## config.mk

```make
export PLATFORM = sky130hd
export DESIGN_NAME = dot_matrix_scan
export DESIGN_NICKNAME = d
export VERILOG_FILES = /design/src/rtl/dot_matrix_scan_pkg.sv /design/src/rtl/dot_matrix_scan_timer.sv /design/src/rtl/dot_matrix_scan.sv
export SDC_FILE = /design/constraint.sdc
export NUM_CORES = 1
export LEC_CHECK = 0
export ABC_AREA = 1
export BUFFER_PORTS_ARGS = -buffer_cell sky130_fd_sc_hd__buf_2
export CORE_MARGIN = 3
export CORE_UTILIZATION = 44
export DETAILED_ROUTE_END_ITERATION = 6
export PLACE_DENSITY = 0.69
export SYNTH_ARGS = -nofsm -noshare
export SYNTH_HDL_FRONTEND = slang
export SYNTH_SLANG_ARGS = --single-unit
```

## constraint.sdc

```tcl
create_clock -name clk -period 1.4 [get_ports clk]
set_input_delay 0.14 -clock clk [delete_from_list [all_inputs] [get_ports clk]]
set_output_delay 0.14 -clock clk [all_outputs]
set_load 0.02 [all_outputs]
```

## src/rtl/dot_matrix_scan_pkg.sv

```systemverilog
// Shared definitions for the dot-matrix row scanner: FSM state encoding,
// default row timings and the row-select decode used by the top and pattern ROMs.
package dot_matrix_scan_pkg;

    localparam int unsigned DEF_SHOW_CYC  = 1000;
    localparam int unsigned DEF_BLANK_CYC = 4;

    typedef enum logic [1:0] {
        IDLE,
        FETCH,
        SHOW,
        BLANK
    } scan_state_t;

    function automatic logic [15:0] row_onehot(input logic [3:0] row);
        return 16'h0001 << row;
    endfunction

endpackage

```

## src/rtl/dot_matrix_scan_timer.sv

```systemverilog
// Loadable 16-bit down-counter; done is high while the count sits at zero.
// Loading N gives N+1 cycles from the load edge until done would retrigger.
module scan_timer (
    input  logic        clk,
    input  logic        rst_n,
    input  logic        load,
    input  logic [15:0] load_val,
    output logic        done
);

    logic [15:0] count;

    always_ff @(posedge clk or negedge rst_n) begin
        if (!rst_n) begin
            count <= '0;
        end else if (load) begin
            count <= load_val;
        end else if (count != '0) begin
            count <= count - 16'd1;
        end
    end

    assign done = (count == '0);

endmodule

```

## src/rtl/dot_matrix_scan.sv

```systemverilog
// 16-row dot-matrix scanner: fetch a row bitmap from an external ROM, light the
// row for SHOW_CYC cycles, then blank for BLANK_CYC cycles before the next row.
module dot_matrix_scan
    import dot_matrix_scan_pkg::*;
#(
    parameter int unsigned SHOW_CYC  = DEF_SHOW_CYC,
    parameter int unsigned BLANK_CYC = DEF_BLANK_CYC
) (
    input  logic        clk,
    input  logic        rst_n,
    input  logic        en,
    input  logic [15:0] col_in,
    output logic [3:0]  row_bin,
    output logic [15:0] row_drv,
    output logic [15:0] col_drv,
    output logic        frame_done
);

    localparam logic [15:0] SHOW_LOAD  = 16'(SHOW_CYC - 1);
    localparam logic [15:0] BLANK_LOAD = 16'(BLANK_CYC - 1);
    localparam logic [3:0]  LAST_ROW   = 4'd15;

    scan_state_t state;
    logic [3:0]  row;
    logic        tmr_load;
    logic [15:0] tmr_val;
    logic        tmr_done;

    // Timer is reloaded on every state entry; done in the final cycle of a state.
    always_comb begin
        tmr_load = 1'b0;
        tmr_val  = '0;
        if (!en) begin
            tmr_load = 1'b1;
        end else begin
            case (state)
                IDLE:  tmr_load = 1'b1;
                FETCH: begin
                    tmr_load = 1'b1;
                    tmr_val  = SHOW_LOAD;
                end
                SHOW: if (tmr_done) begin
                    tmr_load = 1'b1;
                    tmr_val  = BLANK_LOAD;
                end
                BLANK: tmr_load = tmr_done;
                default: tmr_load = 1'b1;
            endcase
        end
    end

    scan_timer u_timer (
        .clk      (clk),
        .rst_n    (rst_n),
        .load     (tmr_load),
        .load_val (tmr_val),
        .done     (tmr_done)
    );

    always_ff @(posedge clk or negedge rst_n) begin
        if (!rst_n) begin
            state      <= IDLE;
            row        <= '0;
            row_drv    <= '0;
            col_drv    <= '0;
            frame_done <= 1'b0;
        end else if (!en) begin
            state      <= IDLE;
            row        <= '0;
            row_drv    <= '0;
            col_drv    <= '0;
            frame_done <= 1'b0;
        end else begin
            frame_done <= 1'b0;
            case (state)
                IDLE: state <= FETCH;
                FETCH: begin
                    // col_drv doubles as the latched bitmap for the whole SHOW phase
                    row_drv <= row_onehot(row);
                    col_drv <= col_in;
                    state   <= SHOW;
                end
                SHOW: if (tmr_done) begin
                    row_drv <= '0;
                    col_drv <= '0;
                    state   <= BLANK;
                end
                BLANK: if (tmr_done) begin
                    row        <= row + 4'd1;
                    frame_done <= (row == LAST_ROW);
                    state      <= FETCH;
                end
                default: begin
                    row_drv <= '0;
                    col_drv <= '0;
                    state   <= IDLE;
                end
            endcase
        end
    end

    assign row_bin = row;

endmodule
```

; After elaboration in Yosys (flattened, before gate mapping)
; Cells that the tools add are included.
[word_totals]
ram_bits = 0
in_bits = 19
ff_bits = 55
n_memories = 0
latchBits = 0
rom_bits = 0
output_inout_bits = 37
[classes]
shifts = 1
n_reduce_logical = 8
n_mux = 23
n_mul = 0
n_addsub = 2
n_div = 0
n_bitwise = 0
n_eq_ne = 9
n_lt_le_gt_ge = 0
[op_table]
columns = cell, count
row1 = $mux 16, 6
row2 = $pmux 16 s2, 2
row3 = $pmux 10 s2, 1
row4 = $logic_not 16->1, 1
row5 = $reduce_bool 16->1, 1
row6 = $shl 1x4->16 const A, 1
row7 = $sub 16x1->16 const B, 1
row8 = $mux 4, 3
row9 = $mux 2, 4
row10 = $pmux 2 s4, 1
row11 = $ne 3x3->1 const B, 2
row12 = $reduce_and 2->1, 3
row13 = $mux 1, 5
row14 = $add 4x1->4 const B, 1
row15 = $eq 2x2->1 const B, 2
row16 = $eq 4x4->1 const B, 1
row17 = $ne 2x1->1 const B, 2
row18 = $ne 3x1->1 const B, 1
row19 = $pmux 1 s3, 1
row20 = $eq 2x1->1 const B, 1
row21 = $logic_not 2->1, 1
row22 = $reduce_bool 2->1, 1
row23 = $reduce_or 2->1, 1

; Depth between registers and ports, before layout
; Gate-level depths: netlist (run 1).
[logic_depth]
ltp_word = 5
depth_mapped = 11
depth_no_buf = 11

; Modules after synthesis
; Synthesis (run 1) repeated with hierarchy kept, for this count alone.
[unflattened]
hier_cells = 394
area_unflattened_um2 = 3050.4
[by_module_without_submodules]
columns = mod, area_each_um2, n_inst, cells_each
row1 = dot_matrix_scan, 1865.5, 1, 227
row2 = scan_timer, 1184.9, 1, 167

; Least setup slack after synthesis (run 1)
; No wires, ideal clock.
[synth_timing]
kind = register to register
startpoint = reg state[0]
endpoint = reg row_drv[11]
t_arrival_ns = 1.379
setup_time_ns = 0.118
stages_incl_launch_ff = 9
path_buffers = 1
slack_ns = -0.097
synth_period_minus_slack_ns = 1.497
path_cell_list = dfrtp_1 > inv_1 > ha_1 > inv_2 > a21oi_4 > nand2_4 > buf_6 > nand3_1 > nand2_1
[synth_between]
elab_chain_len = 3
elab_cells_between_ends = 7
[synth_lines]
columns = element, line
row1 = from (decl), dot_matrix_scan.sv:23  ; scan_state_t state;
row2 = from (signal assigned), dot_matrix_scan.sv:62  ; state <= IDLE;
row3 = from (signal assigned), dot_matrix_scan.sv:68  ; state <= IDLE;
row4 = from (signal assigned), dot_matrix_scan.sv:76  ; IDLE: state <= FETCH;
row5 = $eq 2x2->1 / $eq 2x1->1 (equally long branches), dot_matrix_scan.sv:75  ; case (state)
row6 = $pmux 16 s2 (tied with other cells), dot_matrix_scan.sv:75
row7 = $mux 16 / $reduce_and 2->1 (equally long branches), -
row8 = to (signal assigned), dot_matrix_scan.sv:79  ; row_drv <= row_onehot(row);
row9 = to (decl), dot_matrix_scan.sv:14  ; output logic [15:0] row_drv,
; Parallel ways exist; a longest one is shown, timed or not.
; A chain may end at the register's enable or synchronous reset.

; Final worst setup path (run 1)
[layout_timing]
startpoint = reg u_timer.count[1]
endpoint = reg row_drv[6]
[layout_between]
elab_chain_len = 3
[layout_lines]
columns = element, line
row1 = from (decl), dot_matrix_scan_timer.sv:11  ; logic [15:0] count;
row2 = from (signal assigned), dot_matrix_scan_timer.sv:17  ; count <= load_val;
row3 = from (signal assigned), dot_matrix_scan_timer.sv:19  ; count <= count - 16'd1;
row4 = $logic_not 16->1, dot_matrix_scan_timer.sv:23  ; assign done = (count == '0);
row5 = $ne 3x3->1 (no source line), -
row6 = $reduce_and 2->1 (no source line), -
; Every way passes these cells.

==> flow_summary_export.csv, run 1 <==
group,metric,value,unit
outcome,outcome,"finished with violations",
outcome,violations,"setup timing",
synthesis,ys_seq_area_frac,0.4885,
sta,maxSlewHeadroom,0.7743,
sta,clock.fmax,599.0,MHz
placement,dp_hpwl,4611,µm
layout,final_layout_size_suffix_gt1_frac,0.4404,
floorplan,initial_core_util,0.4649,
floorplan,io_pins,56,
synthesis,ys_types,29,
clock_tree,cts_made_buffers,5,
critical_path,cp_data_required_time,1.61,ns
drt,antenna_left,0,
sta,period_share,1.192,
power_and_ir_drop,peakVddDrop,1.882,mV
global_routing,grt_antenna_before_repair,0,
synthesis,yosysMostFrequentCell,"nand2_1",
floorplan,die_h,86.03,µm
floorplan,fp.coreArea,6061,µm²
sta,holdWs,0.07620,ns
synthesis,async_reset_ff_frac,1.000,
clock_tree,cts_root_buf,"clkbuf_8",
synthesis,synth.largest_area_cell,"dfrtp_1",
critical_path,critPathMaxFanout,5,
sta,hold_viol_final,0,
sta,tightest_slew,0.3378,ns
global_routing,grt_pass1_vias,2533,
critical_path,worst_path_max_delay_cell,"dfrtp_1",
floorplan,die_x,86.03,µm
sta,period_needed,1.669,ns
placement,pre_cts_slack,-0.2083,ns
synthesis,ys_ff_latch,55,
floorplan,die-area,7400,µm²
worst_hold_path,min_path_type,"input port to register",
synthesis,synth_top_area_share,0.4885,
drt,vias,2609,
sta,maxSlewViolCount,0,
global_routing,grt_overflow_total,0,
sta,postLayoutSetupSlackWorst,-0.2694,ns
drt,vias_per_cell,5.106,
global_routing,grt_pass1_wl,11220,µm
critical_path,startpoint_type,"register",
sta,rsz0062_at_grt,"yes",
critical_path,end_kind,"register",
drt,drc,0,
critical_path,critPathKind,"register to register",
floorplan,rows,28,
critical_path,crit_chain,"inv_2 -> ha_4 -> inv_2 -> nor2_4 -> nand2_2 -> nor2_4 -> nand3_4 -> clkbuf_16 -> nand3_2 -> nand2_1",
clock_tree,cts_max_level,2,
global_routing,grt_use_total,0.1856,
layout,fill_cells,495,
clock_tree,path_clk_slew,0.10,ns
drt,detail_route.wirelength,7180,µm
clock_tree,insertion_delay,0.31,ns
synthesis,synth.avg_cell_area,8.462,µm²
layout,nets,466,
synthesis,synth_area_leaders,"dfrtp_1, nand3_1, nand2_1",
drt,drt_first_iter_violations,123,
layout,num_antenna_cells,0,
placement,routabilityCongestion,0.8360,
layout,area_growth,43.83,%
drt,wl_per_cell,14.05,µm
synthesis,synthesis.nets,364,
synthesis,synth-edff-count,0,
clock_tree,cts_num_sinks,55,
synthesis,synthesis.area,2818,µm²
placement,port-buffer-count,55,
synthesis,yosysWarnings,0,
critical_path,arrival,1.88,ns
global_routing,grt_max_degree,56,
synthesis,synthFlopType,"dfrtp_1",
sta,finalSetupViolCount,55,
power_and_ir_drop,p_leak,2.194,nW
power_and_ir_drop,power.density,2038,nW/µm²
clock_tree,cts_tree,"done",
clock_tree,clock_path_buffers,2,
drt,firstDrtPassIters,4,
critical_path,slowest_delay,0.41,ns
sta,finClkSkew,0.01135,ns
synthesis,syn_inst,333,
run,cap_violations,0,
synthesis,ys_top_cells_by_count,"nand2_1, nand3_1, dfrtp_1",
[layout by cell type (no fill, tap or decap), types with 5 or more instances in the layout]
cell | Yosys | final
nand2_1 | 72 | 62
dfrtp_1 | 55 | 55
buf_2 | 7 | 55
buf_4 | 1 | 40
nand3_2 | 1 | 33
nor2_1 | 35 | 31
nand3_1 | 60 | 26
inv_1 | 28 | 21
nand4_1 | 18 | 18
nand2_2 | 2 | 11
ha_1 | 12 | 9
inv_2 | 1 | 6
clkbuf_8 | 0 | 6
nor2_2 | 4 | 5
xor2_1 | 5 | 5
buf_6 | 2 | 5
[sequential cells by signal, summed over array words and instances, names as in the netlist]
register       count
col_drv           16
u_timer.count     16
row_drv           16
frame_done         1
state              2
row_bin            4
[critical path: cells and delay by family, from the launching register on]
family / cells / cell delay [ns]
fa+ha+maj: 1 / 0.13
buf+inv: 3 / 0.34
flops: 1 / 0.41
simple gates: 6 / 0.69
[final cells by class]
class / count / area, µm² / share of cell area
Tap cell: 75 / 93.84 / 0.02316
Multi-Input combinational cell: 237 / 1599 / 0.3946
Clock buffer: 7 / 86.33 / 0.02130
Timing Repair Buffer: 107 / 772.0 / 0.1905
Clock inverter: 1 / 8.758 / 0.002161
Inverter: 29 / 116.4 / 0.02871
Sequential cell: 55 / 1376 / 0.3396
[routing by layer]
layer / wire, µm / vias to the layer above / global-route usage / part of all wire
met4: 91 / 0 / 0.04604 / 0.013
met3: 223 / 6 / 0.03650 / 0.031
met2: 3874 / 51 / 0.3231 / 0.54
met1: 2991 / 1256 / 0.2362 / 0.42
li1: - / 1296 / - / -
met5: 0 / - / 0 / 0
[logic make-up (layout without fill, tap and decap cells)]
family,after synthesis,in the layout,share of synthesized area
compound gates,11,11,0.02353
xor+xnor,9,9,0.02797
simple gates,202,205,0.3384
fa+ha+maj,12,12,0.05328
buf+inv,44,144,0.06838
flops,55,55,0.4885
[per-stage QoR]
stage / std cells / instance area (µm²) / util / TNS, ns / power [mW]
floorplan: 333 / 2833 / - / 0 / 4.724
global placement: 490 / 3468 / 0.5723 / -3.468 / 6.044
detailed placement: 490 / 3468 / 0.5723 / -6.604 / 6.120
CTS: 503 / 3650 / 0.6022 / -7.002 / 7.350
global route: 511 / 4053 / 0.6687 / -17.18 / 8.924
finish: 511 / 4053 / 0.6687 / -12.04 / 8.259
[final timing paths]
| path | slack (ns) | start | end | cells after the start |
|---|---|---|---|---|
| worst min register to register | 0.51 | row_drv[5]$_DFFE_PN0P_ | row_drv[5]$_DFFE_PN0P_ | 2 |
| worst min-delay path | 0.08 | col_in[4] | col_drv[4]$_DFFE_PN0P_ | 3 |
| min in group asynchronous | 0.37 | rst_n | row_drv[2]$_DFFE_PN0P_ | 3 |
| worst max register to register | -0.27 | u_timer.count[1]$_DFFE_PN0P_ | row_drv[6]$_DFFE_PN0P_ | 10 |
| max in group asynchronous | 0.75 | rst_n | row_bin[3]$_DFFE_PN0P_ | 3 |
| worst max-delay path | -0.27 | u_timer.count[1]$_DFFE_PN0P_ | row_drv[6]$_DFFE_PN0P_ | 10 |
[timing repair]
item / 4_1_cts / 5_1_grt
hold buffers: 1 / 0
setup buffers: 3 / 3
pin swaps: 2 / 23
hold endpoints to repair: 55 / 0
gates cloned: 1 / 5
endpoints found under the setup margin: 55 / 55
resized for setup: 11 / 72
[power breakdown]
group	total, mW	switching (mW)	internal [mW]
sequential	2.16	0.250	1.91
combinational	5.17	3.04	2.14
clock	0.925	0.518	0.407
total	8.26	3.81	4.45
Note: power is estimated with default switching activity, not from simulation.
==> inputs of run 2 (changes only) <==
--- a/config.mk
+++ b/config.mk
@@ -8,9 +8,9 @@
 export ABC_AREA = 1
 export BUFFER_PORTS_ARGS = -buffer_cell sky130_fd_sc_hd__buf_2
 export CORE_MARGIN = 3
-export CORE_UTILIZATION = 44
+export CORE_UTILIZATION = 45
 export DETAILED_ROUTE_END_ITERATION = 6
-export PLACE_DENSITY = 0.69
+export PLACE_DENSITY = 0.7
 export SYNTH_ARGS = -nofsm -noshare
 export SYNTH_HDL_FRONTEND = slang
 export SYNTH_SLANG_ARGS = --single-unit
==> run 2 against run 1 <==
Effect of this change: the flow still finishes with violations (setup timing); non-clock buffer count decreased by 2; sequential share of layout area increased by 1.2 points; final cell count decreased by 0.98%; fmax increased by 5.9%; total power decreased by 0.13%; core utilization decreased by 1.5 points; wire length decreased by 2.7%.
==> flow_summary_export.csv, run 2 (same netlist as run 1, synthesis figures left out) <==
group,metric,value,unit
outcome,outcome,"finished with violations",
outcome,violations,"setup timing",
placement,routabilityCongestion,0.8282,
floorplan,die-area,7247,µm²
clock_tree,path_clk_slew,0.10,ns
critical_path,worst_path_max_delay_cell,"dfrtp_1",
drt,vias_per_cell,5.105,
floorplan,die_x,85.13,µm
sta,period_share,1.126,
sta,clock.fmax,634.5,MHz
drt,wl_met3,278,µm
placement,pre_cts_slack,-0.1233,ns
layout,nets,461,
clock_tree,cts_max_level,2,
sta,postLayoutSetupSlackWorst,-0.1761,ns
drt,drt_first_iter_violations,137,
power_and_ir_drop,power.density,2105,nW/µm²
clock_tree,clock_path_buffers,2,
layout,post-route-util,0.6539,
layout,final_layout_size_suffix_gt1_frac,0.4060,
floorplan,io_pins,56,
power_and_ir_drop,peakVddDrop,1.811,mV
drt,top_layer,"met4",
critical_path,critPathKind,"register to register",
floorplan,fp.coreArea,5991,µm²
sta,period_needed,1.576,ns
clock_tree,insertion_delay,0.32,ns
critical_path,arrival,1.79,ns
placement,place_inst,493,
sta,rsz0062_at_grt,"yes",
sta,tightest_slew,0.3131,ns
global_routing,grt_pass1_wl,10780,µm
sta,hold_viol_final,0,
drt,detail_route.wirelength,6988,µm
floorplan,initial_core_util,0.4703,
critical_path,crit_chain,"inv_2 -> ha_4 -> inv_2 -> nor2_4 -> nand2_2 -> nor2_4 -> nand3_4 -> clkbuf_16 -> nand3_2 -> nand2_1",
drt,vias,2583,
worst_hold_path,min_path_type,"input port to register",
sta,finalSetupViolCount,55,
global_routing,grt_overflow_total,0,
drt,wl_met2,3737,µm
power_and_ir_drop,p_leak,2.174,nW
layout,largestRegisters,"col_drv: 16 flops, row_drv: 16 flops, u_timer.count: 16 flops",
drt,antenna_left,0,
layout,fill_cells,492,
drt,wl_met1,2907,µm
placement,dp_hpwl,4645,µm
floorplan,rows,28,
global_routing,grt_pass1_vias,2361,
clock_tree,cts_num_sinks,55,
critical_path,cp_data_required_time,1.62,ns
placement,port-buffer-count,55,
clock_tree,cts_root_buf,"clkbuf_8",
critical_path,slowest_delay,0.41,ns
clock_tree,cts_tree,"done",
drt,wl_per_cell,13.81,µm
sta,maxSlewHeadroom,0.7912,
layout,fin_cells,506,
floorplan,die_h,85.13,µm
critical_path,critPathMaxFanout,6,
layout,area_growth,39.03,%
drt,drc,0,
drt,firstDrtPassIters,4,
critical_path,end_kind,"register",
layout,num_antenna_cells,0,
global_routing,grt_max_degree,56,
layout,mostFrequentLayoutCell,"nand2_1",
global_routing,grt_antenna_before_repair,0,
run,cap_violations,0,
layout,mostFrequentLayoutCells,"nand2_1, dfrtp_1, buf_2",
sta,fin_tns_setup,-7.044,ns
sta,maxSlewViolCount,0,
global_routing,grt_use_total,0.1814,
clock_tree,cts_made_buffers,5,
sta,finClkSkew,0.007461,ns
critical_path,startpoint_type,"register",
-- run 2: cell types whose count changed in the layout (fill, tap and decap cells not counted), moves of 3 or more --
cell / before / now
nand3_2: 33 / 12
nand3_1: 26 / 46
buf_12: 4 / 1
nand2_2: 11 / 8
-- run 2: critical path: cells and delay by family, from the launching register on --
family | cells | cell delay (ns)
flip-flops | 1 | 0.41
buffers and inverters | 3 | 0.34
adder cells (fa/ha/maj) | 1 | 0.12
AND/OR/NAND/NOR | 6 | 0.60
-- run 2: what timing repair did --
item                                    CTS  global route
hold buffers                              1             0
endpoints found under the setup margin   55            55
gates cloned                              0             1
setup buffers                             1             2
gates resized for setup                  26            48
pin swaps                                 3            16
hold endpoints to repair                 55             0
-- run 2: cell type report --
class / count / area, µm² / area share
multi-input cells: 234 / 1495 / 0.3817
flip-flops and latches: 55 / 1376 / 0.3513
repair buffers: 105 / 716.9 / 0.1830
inverters: 29 / 113.9 / 0.02906
well taps: 75 / 93.84 / 0.02395
clock buffers: 6 / 82.58 / 0.02108
clock inverters: 2 / 38.79 / 0.009901
-- run 2: power breakdown --
part | internal [mW] | switching, mW | total [mW]
Combinational | 2.07 | 2.90 | 4.96
Sequential | 1.91 | 0.241 | 2.15
Clock | 0.589 | 0.543 | 1.13
-- run 2: through the flow --
stage,power (mW),cell area (µm²),hold slack [ns]
2_1_floorplan,4.724,2833,-0.1556
3_3_place_gp,6.057,3466,0.1618
3_5_place_dp,6.133,3466,0.1684
4_1_cts,7.548,3685,0.05987
5_1_grt,8.843,3918,0.07178
6_report,8.248,3918,0.06451
-- run 2: path summary, 6_finish.rpt --
path / cells past startpoint / slack, ns / start / end
hold / removal: 3 / 0.06 / col_in[11] / col_drv[11]$_DFFE_PN0P_
setup / recovery: 10 / -0.18 / u_timer.count[1]$_DFFE_PN0P_ / col_drv[5]$_DFFE_PN0P_
max in group asynchronous: 3 / 0.81 / rst_n / u_timer.count[10]$_DFFE_PN0P_
min in group asynchronous: 3 / 0.34 / rst_n / row_drv[10]$_DFFE_PN0P_
setup reg to reg: 10 / -0.18 / u_timer.count[1]$_DFFE_PN0P_ / col_drv[5]$_DFFE_PN0P_
hold reg to reg: 2 / 0.50 / col_drv[15]$_DFFE_PN0P_ / col_drv[15]$_DFFE_PN0P_
-- run 2: layer usage --
layer  vias up  GRT usage
met4         0    0.06043
met2        55     0.3072
met1      1248     0.2356
met5         -          0
li1       1273          -
met3         7    0.03107
